--- src/rtl/e_pkg.sv ---
// Shared types and helpers for the round-robin arbiter slice.
package e_pkg;

  typedef enum logic {
    IDLE = 1'b0,
    BUSY = 1'b1
  } state_e;

  // Index width for an N-entry vector; never narrower than one bit.
  function automatic int idx_w(input int n);
    return (n > 1) ? $clog2(n) : 1;
  endfunction

endpackage

--- src/rtl/e_rr_pick.sv ---
// Combinational circular priority pick: first set request at or after ptr_i.
module e_rr_pick
  import e_pkg::*;
#(
  parameter int RADIX_N = 4,
  parameter int IDX_W   = idx_w(RADIX_N)
) (
  input  logic [RADIX_N-1:0] req_i,
  input  logic [IDX_W-1:0]   ptr_i,
  output logic [RADIX_N-1:0] onehot_o,
  output logic [IDX_W-1:0]   idx_o,
  output logic               any_o
);

  logic [IDX_W:0]   sum;
  logic [IDX_W-1:0] pos;

  always_comb begin
    onehot_o = '0;
    idx_o    = '0;
    any_o    = 1'b0;
    sum      = '0;
    pos      = '0;
    for (int k = 0; k < RADIX_N; k++) begin
      // One extra bit so ptr + k cannot overflow before the modulo fold.
      sum = {1'b0, ptr_i} + (IDX_W+1)'(k);
      if (sum >= (IDX_W+1)'(RADIX_N)) begin
        sum = sum - (IDX_W+1)'(RADIX_N);
      end
      pos = sum[IDX_W-1:0];
      if (!any_o && req_i[pos]) begin
        any_o         = 1'b1;
        idx_o         = pos;
        onehot_o[pos] = 1'b1;
      end
    end
  end

endmodule

--- src/rtl/e_rr_arb.sv ---
// Round-robin arbiter with registered grant; optional watchdog enabled by
// defining E_RR_ARB_TIMEOUT_EN.
module e_rr_arb
  import e_pkg::*;
#(
  parameter int RADIX_N   = 4,
  parameter int TIMEOUT_N = 64
) (
  input  logic                       clk,
  input  logic                       rst,
  input  logic [RADIX_N-1:0]         req_i,
  input  logic                       ack_i,
  output logic                       gnt_vld_o,
  output logic [RADIX_N-1:0]         gnt_o,
  output logic [$clog2(RADIX_N)-1:0] gnt_idx_o,
  output logic                       to_o
);

  localparam int IDX_W = idx_w(RADIX_N);

  if (RADIX_N < 2 || RADIX_N > 16 || TIMEOUT_N < 2) begin : g_bad_cfg
    $error("e_rr_arb: RADIX_N must be 2..16 and TIMEOUT_N at least 2");
  end

  state_e             state_q, state_d;
  logic [IDX_W-1:0]   ptr_q, ptr_d, idx_q, idx_d;
  logic [RADIX_N-1:0] gnt_q, gnt_d;
  logic [IDX_W-1:0]   nxt_ptr, pick_ptr, pick_idx;
  logic [RADIX_N-1:0] pick_req, pick_oh;
  logic               pick_any;
  logic               timeout_w;

`ifdef E_RR_ARB_TIMEOUT_EN
  localparam int CNT_W = idx_w(TIMEOUT_N);
  logic [CNT_W-1:0] cnt_q, cnt_d;
  logic             to_q, to_d;

  assign timeout_w = (state_q == BUSY) && !ack_i && (cnt_q == CNT_W'(TIMEOUT_N - 1));
  assign to_o      = to_q;
`else
  assign timeout_w = 1'b0;
  assign to_o      = 1'b0;
`endif

  assign nxt_ptr  = (idx_q == IDX_W'(RADIX_N - 1)) ? '0 : idx_q + IDX_W'(1);
  // While busy, search from the post-release pointer and skip the current holder.
  assign pick_ptr = (state_q == BUSY) ? nxt_ptr : ptr_q;
  assign pick_req = req_i & ~gnt_q;

  e_rr_pick #(
    .RADIX_N (RADIX_N),
    .IDX_W   (IDX_W)
  ) u_pick (
    .req_i    (pick_req),
    .ptr_i    (pick_ptr),
    .onehot_o (pick_oh),
    .idx_o    (pick_idx),
    .any_o    (pick_any)
  );

  always_comb begin
    state_d = state_q;
    ptr_d   = ptr_q;
    gnt_d   = gnt_q;
    idx_d   = idx_q;
`ifdef E_RR_ARB_TIMEOUT_EN
    cnt_d   = cnt_q;
    to_d    = 1'b0;
`endif
    case (state_q)
      BUSY: begin
`ifdef E_RR_ARB_TIMEOUT_EN
        to_d  = timeout_w;
        cnt_d = (ack_i || timeout_w) ? '0 : cnt_q + CNT_W'(1);
`endif
        if (ack_i || timeout_w) begin
          ptr_d = nxt_ptr;
          if (pick_any) begin
            gnt_d = pick_oh;
            idx_d = pick_idx;
          end else begin
            state_d = IDLE;
            gnt_d   = '0;
            idx_d   = '0;
          end
        end
      end
      default: begin
        if (pick_any) begin
          state_d = BUSY;
          gnt_d   = pick_oh;
          idx_d   = pick_idx;
`ifdef E_RR_ARB_TIMEOUT_EN
          cnt_d   = '0;
`endif
        end
      end
    endcase
  end

  always_ff @(posedge clk) begin
    if (rst) begin
      state_q <= IDLE;
      ptr_q   <= '0;
      gnt_q   <= '0;
      idx_q   <= '0;
`ifdef E_RR_ARB_TIMEOUT_EN
      cnt_q   <= '0;
      to_q    <= 1'b0;
`endif
    end else begin
      state_q <= state_d;
      ptr_q   <= ptr_d;
      gnt_q   <= gnt_d;
      idx_q   <= idx_d;
`ifdef E_RR_ARB_TIMEOUT_EN
      cnt_q   <= cnt_d;
      to_q    <= to_d;
`endif
    end
  end

  assign gnt_vld_o = (state_q == BUSY);
  assign gnt_o     = gnt_q;
  assign gnt_idx_o = idx_q;

endmodule

--- config.mk ---
export PLATFORM = sky130hd
export DESIGN_NAME = e_rr_arb
export DESIGN_NICKNAME = d
export VERILOG_FILES = /design/src/rtl/e_pkg.sv /design/src/rtl/e_rr_pick.sv /design/src/rtl/e_rr_arb.sv
export SDC_FILE = /design/constraint.sdc
export NUM_CORES = 1
export LEC_CHECK = 0
export CORE_ASPECT_RATIO = 1.4
export CORE_MARGIN = 3
export CORE_UTILIZATION = 29
export DETAILED_ROUTE_END_ITERATION = 7
export REMOVE_ABC_BUFFERS = 1
export SETUP_SLACK_MARGIN = 0.3
export SLEW_MARGIN = 20
export SYNTH_ARGS = -nofsm -noshare
export SYNTH_HDL_FRONTEND = slang
export SYNTH_SLANG_ARGS = --single-unit
--- constraint.sdc ---
create_clock -name clk -period 2.15 [get_ports clk]
set_input_delay 0.645 -clock clk [delete_from_list [all_inputs] [get_ports clk]]
set_output_delay 0.645 -clock clk [all_outputs]
set_load 0.02 [all_outputs]
==> impl_metrics.tcl <==
set metrics [dict create \
    outcome "complete, but fails checks" \
    violations "negative setup slack" \
    synthMuxAreaShare_pct 9.125 \
    antenna_left 0 \
    cap_violations 0 \
    ys_seq_elements 9 \
    antenna_cells 0 \
    yosysTopAreaCell "dfxtp_1" \
    internal_power_mw 1.638 \
    dpl_cell_area_um2 1354 \
    fp.dieH_um 75.04 \
    end_kind "flop" \
    seq_power_share_pct 10.1 \
    setup_viol 4 \
    start_util_pct 31.01 \
    vdd_drop_max_mv 0.8603 \
    synth_fa_ha_area_share_pct 11.41 \
    synth_area_um2 987.2 \
    vias_per_cell 6.005 \
    switchingPower_mw 1.571 \
    dieWidth_um 55.31 \
    worst_slack_ps -29.36 \
    synth_top_family_by_area "compound AO/OA/AOI/OAI gates" \
    synth_edf_count 0 \
    p_clk_share_pct 6.2 \
    hold_buffers 0 \
    required_ps 2300 \
    avgSynthCellArea_um2 8.366 \
    grt_pass1_wl_mm 6.127 \
    dp_slack_ps -366.9 \
    skew_ps 1.934 \
    synthXorXnorAreaFrac_pct 0 \
    synth_top_cells_by_area "dfxtp_1, ha_1, a21oi_1, mux4_2, o221ai_1" \
    grt_usage_pct 18.71 \
    vias 1237 \
    p_sw_share_pct 48.96 \
    yosysSeqAreaShare_pct 18.25 \
    rsz0062_at_grt "true" \
    core_area_um2 3183 \
    min_period_ps 2179 \
    path_class "flop to flop" \
    syn_inst 118 \
    drive_above_1_share_pct 50.30 \
    clk_pin_slew_worst_paths_ps 50 \
    slew_viol_final 0 \
    power_frac_comb_pct 83.7 \
    dp_hpwl_mm 2.594 \
    synth_compound_gate_area_share_pct 30.16 \
    synth_top_area_share_pct 18.25 \
    leakage_nw 0.7072 \
    cts.htree.levels 1 \
    startpoint_type "flop" \
    power_density_nw_per_um2 1796 \
    grt_max_degree 11 \
    port_buffers 13 \
    clk_latency_ps 240 \
    finalCoreUtilization_pct 56.13 \
    fin_crit_sh_pct 101.4 \
    antenna_found_initial 0 \
    yosysUniqueCellTypes 33 \
    gr-total-overflow 0 \
    stdcell_area_um2 1787 \
    rows 24 \
    finalWirelength_mm 3.957 \
    final_nets 184 \
    syn2layout_area_growth_pct 80.99 \
    drc_errors 0 \
    cts_made_buffers 3 \
    wl_per_cell_um 19.21 \
    die-area_um2 4150 \
    hold_viol_final 0 \
    synth-simple-area-share_pct 27.25 \
    root_buffer "clkbuf_8" \
    cts_sinks 9 \
    place_congestion 0.9015 \
    synthFlopType "dfxtp_1" \
    cts_tree "done" \
    clock_path_buffers 2 \
    synthArstFlopShare_pct 0 \
    synth_warnings 0 \
    hp-class "flop to flop" \
    first_iter_violations 31 \
    dr.pass1.iters 4 \
    arrival_ps 2330 \
    worstPathMaxFanout 5 \
    fmax_mhz 458.9 \
    grt_pass1_vias 1241 \
    io_pins 15 \
]
[worst max-delay path, cell delays in order (launching register included)]
cell      delay, ps
dfxtp_4         350
buf_6           130
nand2b_4        160
nand2_4          80
inv_4            40
ha_4            310
nor2b_2         280
a31oi_4         130
o22ai_4         270
a221oi_2        110
a211oi_1        220
[through the flow]
step                hold slack [ps]  setup TNS [ps]  power, mW  instances
global placement              476.9           -2056      2.094        195
detailed placement            478.1           -2008      2.100        195
CTS                           484.1          -15.62      2.746        202
global route                  499.0          -694.6      3.381        206
floorplan                     461.6           -1692      1.386        115
finish                        485.2          -85.57      3.209        206
[Yosys cell counts, types with 2 or more instances]
| library cell | instances |
|---|---|
| nand2_1 | 11 |
| inv_1 | 2 |
| nor3_1 | 7 |
| o211ai_1 | 5 |
| o21ai_0 | 2 |
| dfxtp_1 | 9 |
| nor2b_1 | 7 |
| a31oi_1 | 2 |
| a21oi_1 | 14 |
| nand2b_4 | 3 |
| nand4b_1 | 2 |
| nor2_1 | 3 |
| a221oi_1 | 3 |
| o221ai_1 | 6 |
| ha_1 | 9 |
| o22ai_1 | 2 |
| a211oi_1 | 3 |
| mux4_2 | 3 |
| nand3_1 | 6 |
| nand2b_1 | 6 |
[cells in the final DEF, fill, tap and decap left out, drive strengths merged, types with 2 or more instances in the layout]
master,Yosys,final
a31oi,2,2
inv,3,3
mux4,3,4
o21ai,2,2
dfxtp,9,9
dlygate4sd2,0,10
o22ai,2,2
clkbuf,1,4
clkdlybuf4s50,0,2
nand2,12,12
buf,2,34
nand3,6,6
a21oi,14,14
nor2,3,3
o221ai,6,6
a211oi,3,3
ha,9,9
a221oi,3,3
nand4b,2,2
o211ai,5,5
nor3,7,7
nor2b,7,7
nand2b,9,9
[power by group through the flow]
stage	clock network (mW)	registers, mW	logic (mW)
2_1_floorplan	0	0.362	1.02
3_3_place_gp	0	0.301	1.79
3_5_place_dp	0	0.303	1.80
4_1_cts	0.200	0.314	2.23
5_1_grt	0.209	0.329	2.84
6_report	0.200	0.323	2.69
[metal layers]
metal / part of all wire [%] / GRT usage [%] / vias to the layer above
li1: - / - / 565
met1: 39 / 18.94 / 614
met2: 52 / 35.92 / 42
met3: 3.0 / 1.715 / 16
met4: 5.4 / 13.78 / 0
met5: 0 / 0 / -
[flip-flops by register name (all words and copies together) (netlist names)]
name	cells
gnt_o	4
gnt_idx_o	2
ptr_q	2
gnt_vld_o	1
[final cells by class]
class                           instances  area [um^2]
Clock buffer                            4        45.04
Sequential cell                         9        186.4
Multi-Input combinational cell        104         1099
Fill cell                             267         1396
Inverter                                3        13.76
Timing Repair Buffer                   47        394.1
Tap cell                               39        48.80
[final timing paths]
kind,from,to,slack [ps],depth (start not counted)
worst max-delay path,gnt_idx_o[0]$_SDFFE_PP0P_,gnt_o[0]$_SDFFE_PP0P_,-30,10
worst min-delay path,ptr_q[1]$_SDFFE_PP0P_,ptr_q[1]$_SDFFE_PP0P_,490,2
worst max register to register,gnt_idx_o[0]$_SDFFE_PP0P_,gnt_o[0]$_SDFFE_PP0P_,-30,10
worst min register to register,ptr_q[1]$_SDFFE_PP0P_,ptr_q[1]$_SDFFE_PP0P_,490,2
[cell families (layout without fill, tap and decap cells)]
kind of cell / Yosys count / after routing
buffers and inverters: 6 / 54
AOI/OAI and AO/OA: 43 / 43
adders and majority gates: 9 / 9
and+or+nand+nor: 46 / 46
DFF: 9 / 9
muxes: 4 / 5
other: 1 / 1
[timing repair]
action | in CTS | in global routing
setup endpoints to repair | 14 | 7
setup buffers | 2 | 4
resized for setup | 42 | 30
gates cloned | 1 | 0
endpoints found under the hold margin | 0 | 0
pin swaps | 18 | 18
(Power assumes the default switching activity.)
